--- src/rtl/tdm_demux.sv ---
// Serial-to-parallel TDM demultiplexer: steers each accepted bit into the lane
// given by an internal counter and hands completed frames out on valid/ready.
module tdm_demux #(
    parameter  int N  = 4,
    localparam int LW = $clog2(N)
) (
    input  logic          clk,
    input  logic          rst_n,
    input  logic          in_bit,
    input  logic          in_valid,
    output logic          in_ready,
    input  logic          sync,
    output logic [N-1:0]  out_word,
    output logic          out_valid,
    input  logic          out_ready,
    output logic [LW-1:0] lane,
    output logic          frame_err
);

    localparam logic [LW-1:0] LAST = LW'(N - 1);

    logic [LW-1:0] eff_lane;
    logic [LW-1:0] lane_nxt;
    logic [N-1:0]  acc;
    logic [N-1:0]  acc_nxt;
    logic [N-1:0]  out_word_nxt;
    logic          out_valid_nxt;
    logic          frame_err_nxt;
    logic          accept;
    logic          load;

    // State register
    always_ff @(posedge clk or negedge rst_n) begin
        if (!rst_n) begin
            lane      <= '0;
            acc       <= '0;
            out_word  <= '0;
            out_valid <= 1'b0;
            frame_err <= 1'b0;
        end else begin
            lane      <= lane_nxt;
            acc       <= acc_nxt;
            out_word  <= out_word_nxt;
            out_valid <= out_valid_nxt;
            frame_err <= frame_err_nxt;
        end
    end

    // Next-state logic; a drain and a load in the same cycle keep out_valid high
    always_comb begin
        lane_nxt      = lane;
        acc_nxt       = acc;
        out_word_nxt  = out_word;
        out_valid_nxt = out_valid;
        frame_err_nxt = sync && (lane != '0);

        if (accept) begin
            acc_nxt[eff_lane] = in_bit;
            lane_nxt = (eff_lane == LAST) ? '0 : eff_lane + LW'(1);
        end else if (sync) begin
            lane_nxt = '0;
        end

        if (load) begin
            out_word_nxt  = acc_nxt;
            out_valid_nxt = 1'b1;
        end else if (out_valid && out_ready) begin
            out_valid_nxt = 1'b0;
        end
    end

    // Handshake outputs; only the completing bit can stall on a full output register
    always_comb begin
        eff_lane = sync ? '0 : lane;
        in_ready = (eff_lane != LAST) || !out_valid || out_ready;
        accept   = in_valid && in_ready;
        load     = accept && (eff_lane == LAST);
    end

endmodule
--- config.mk ---
export PLATFORM = sky130hd
export DESIGN_NAME = tdm_demux
export DESIGN_NICKNAME = d
export VERILOG_FILES = /design/src/rtl/tdm_demux.sv
export SDC_FILE = /design/constraint.sdc
export NUM_CORES = 1
export LEC_CHECK = 0
export ABC_AREA = 1
export BUFFER_PORTS_ARGS = -buffer_cell sky130_fd_sc_hd__buf_2
export CORE_AREA = 2 2 39 41
export CTS_CLUSTER_SIZE = 16
export DETAILED_ROUTE_END_ITERATION = 7
export DIE_AREA = 0 0 41 43
export HOLD_SLACK_MARGIN = 0.02
export PLACE_DENSITY = 0.64
export REMOVE_ABC_BUFFERS = 1
export SETUP_SLACK_MARGIN = 0.02
export SYNTH_ARGS = -nofsm -noshare
export SYNTH_HDL_FRONTEND = slang
export SYNTH_SLANG_ARGS = --single-unit
--- constraint.sdc ---
create_clock -name clk -period 1.5 [get_ports clk]
set_input_delay 0.15 -clock clk [delete_from_list [all_inputs] [get_ports clk]]
set_output_delay 0.15 -clock clk [all_outputs]
set_load 0.01 [all_outputs]
==> metrics <==
status complete, no violations; CTS Sinks 11; Post-DP Area 667 sq um; CP max stage cell dfrtp_1; htree depth 1; core box area 1380 sq um; startpoint types register; sw power 0.256 mW; final WL 1140 um; CTS Buf Count 3; DP Worst Slack 0.109 ns; IO Port Bufs 14; Sequential Power Share 47.5%; Fin Setup TNS 0 ns; HP Class primary input to register; I/O pins 15; row count 14; Avg Cell Area, Syn 8.54 sq um; design area 753 sq um; share of cells above drive strength 1 32.6%; root buffer cell clkbuf_4; Initial Utilization 42.0%; worst path cell trace inv_1 > nor2_4 > ha_4 > nand3_4 > buf_2; max_cap viols 0; post-layout net count 100; #FFs+latches synth 11; Worst slew margin 83.3%; Netlist cell types 12; final core utilization 54.4%; synth top area cells dfrtp_1 (47%), nand2_1 (17%), ha_1 (8.6%); power share of the combinational group 27.6%; crit share post-route 97.5%; Tmin final 1.46 ns; Starting DRT DRC Count 4; worst-case clock buffer depth 2; P_int 0.549 mW; routed len/inst 10.8 um; measured slew at the worst slew-check pin 0.251 ns; Layout Skew 0.00289 ns; Synth Instances 68; worst hold margin 0.161 ns; YS warnings 0; DP Wirelength 827 um; via/cell ratio 4.70; initial antenna violation count 0; synthesized area 581 sq um; Final Hold Vio Count 0; Die ar. 1760 sq um; largest net degree at the start of global routing 12; # diodes 0; total gr overflow 0; fillcell total 120; final worst slack 0.0382 ns; Max VDD drop 0.505 mV; cell taking the most area after synthesis dfrtp_1; clk slew on worst S/H paths 0.07 ns; Slew Viols, Final 0; DRC viols 0; first-pass GRT wire length 1760 um; CP Data Required Time 1.35 ns; Total GRT Usage 15.2%; critical path class register to output pin; pwr dens 1070 nW/um^2; post-route ant nets 0; DRT Pass-1 Iters 4; clock network fraction of total power 24.9%; Seq/Total Area, Yosys 47.4%; CTS tree done; Finished Layout Cells 105; share of the synthesized area in the top cell type 47.4%; Area Overhead vs Synth 29.7%; Die Ht 43 um; # setup viols final 0; Power Total 0.805 mW; Clk Latency, worst-skew pair 0.27 ns; nature of the critical path endpoint output pin; Arr. time, crit path 1.31 ns; die width 41 um; CP max stage delay 0.38 ns; DP Cell Count 98; Leak 0.418 nW; fmax 684 MHz; Vias 493; RD Place Congestion 0.820; CP max FO 7; Sw Share 31.8%; vias in the first global route 424
worst max-delay path: cells and delay by family, from the launching register on:
family	cells	cell delay, ns
adder cells (fa/ha/maj)	1	0.17
buffers and inverters	2	0.25
flip-flops	1	0.38
AND/OR/NAND/NOR	2	0.25
routing by layer:
metal	up-vias	track usage [%]	wire (um)
li1	252	-	-
met1	226	18.4	505
met2	11	23.8	561
met3	4	3.66	46
met4	0	8.00	25
met5	-	0	0
synthesized netlist by cell type:
cell type	n
dfrtp_1	11
nand3_2	2
nand2_1	26
nand4_1	3
o21a_1	1
nand3_1	1
buf_6	1
nor2_1	2
nand3b_1	1
o21ai_2	4
inv_1	12
ha_1	4
path summary, 6_finish.rpt:
| path | start | endpoint | slack [ns] | cells past startpoint |
|---|---|---|---|---|
| max in group asynchronous | rst_n | lane[1] | 1.02 | 2 |
| max | lane[0] | in_ready | 0.04 | 5 |
| min reg2reg | acc[2] | acc[2] | 0.48 | 2 |
| min in group asynchronous | rst_n | out_word[2] | 0.27 | 2 |
| max reg2reg | lane[0] | out_word[3] | 0.12 | 7 |
| min | sync | frame_err | 0.16 | 2 |
state kept, by name, summed over array words and instances, names as in the netlist:
| register | cells |
|---|---|
| out_valid | 1 |
| lane | 2 |
| frame_err | 1 |
| out_word | 4 |
| acc | 3 |
kinds of logic (layout without fill, tap and decap cells):
group | count (synthesis) | in the layout | synth area share, %
adders and majority gates | 4 | 4 | 8.62
AOI/OAI and AO/OA | 5 | 5 | 7.33
buffers and inverters | 13 | 34 | 9.70
DFF | 11 | 11 | 47.4
and+or+nand+nor | 35 | 35 | 26.9
cells in the final DEF (no fill, tap or decap), types with 2 or more instances in the layout:
cell,count
dfrtp_1,11
buf_4,3
o21ai_2,4
buf_2,14
nand4_1,3
nand2_1,26
nor2_4,2
ha_1,3
inv_1,12
clkbuf_4,3
layout make-up:
| type | count | area (sq um) | area share (%) |
|---|---|---|---|
| tap | 16 | 20.0 | 2.66 |
| clock buffer | 4 | 26.3 | 3.49 |
| inverter | 12 | 45.0 | 5.98 |
| sequential | 11 | 275 | 36.5 |
| multi-input combinational | 44 | 284 | 37.7 |
| timing repair buffer | 18 | 103 | 13.6 |
repair_timing:
action                                 CTS  global route
pin swaps                                1             0
buffers inserted                         1             1
hold buffers                             1             0
endpoints found under the hold margin   11             0
resized for setup                        5             2
setup endpoints to repair                1             2
power groups by stage:
stage	registers, mW	clock network, mW	logic, mW
floorplan	0.405	0	0.109
global placement	0.384	0	0.204
detailed placement	0.388	0	0.207
CTS	0.383	0.209	0.216
global route	0.390	0.226	0.253
finish	0.383	0.201	0.222
No activity file was read; power rests on OpenSTA's default activity.
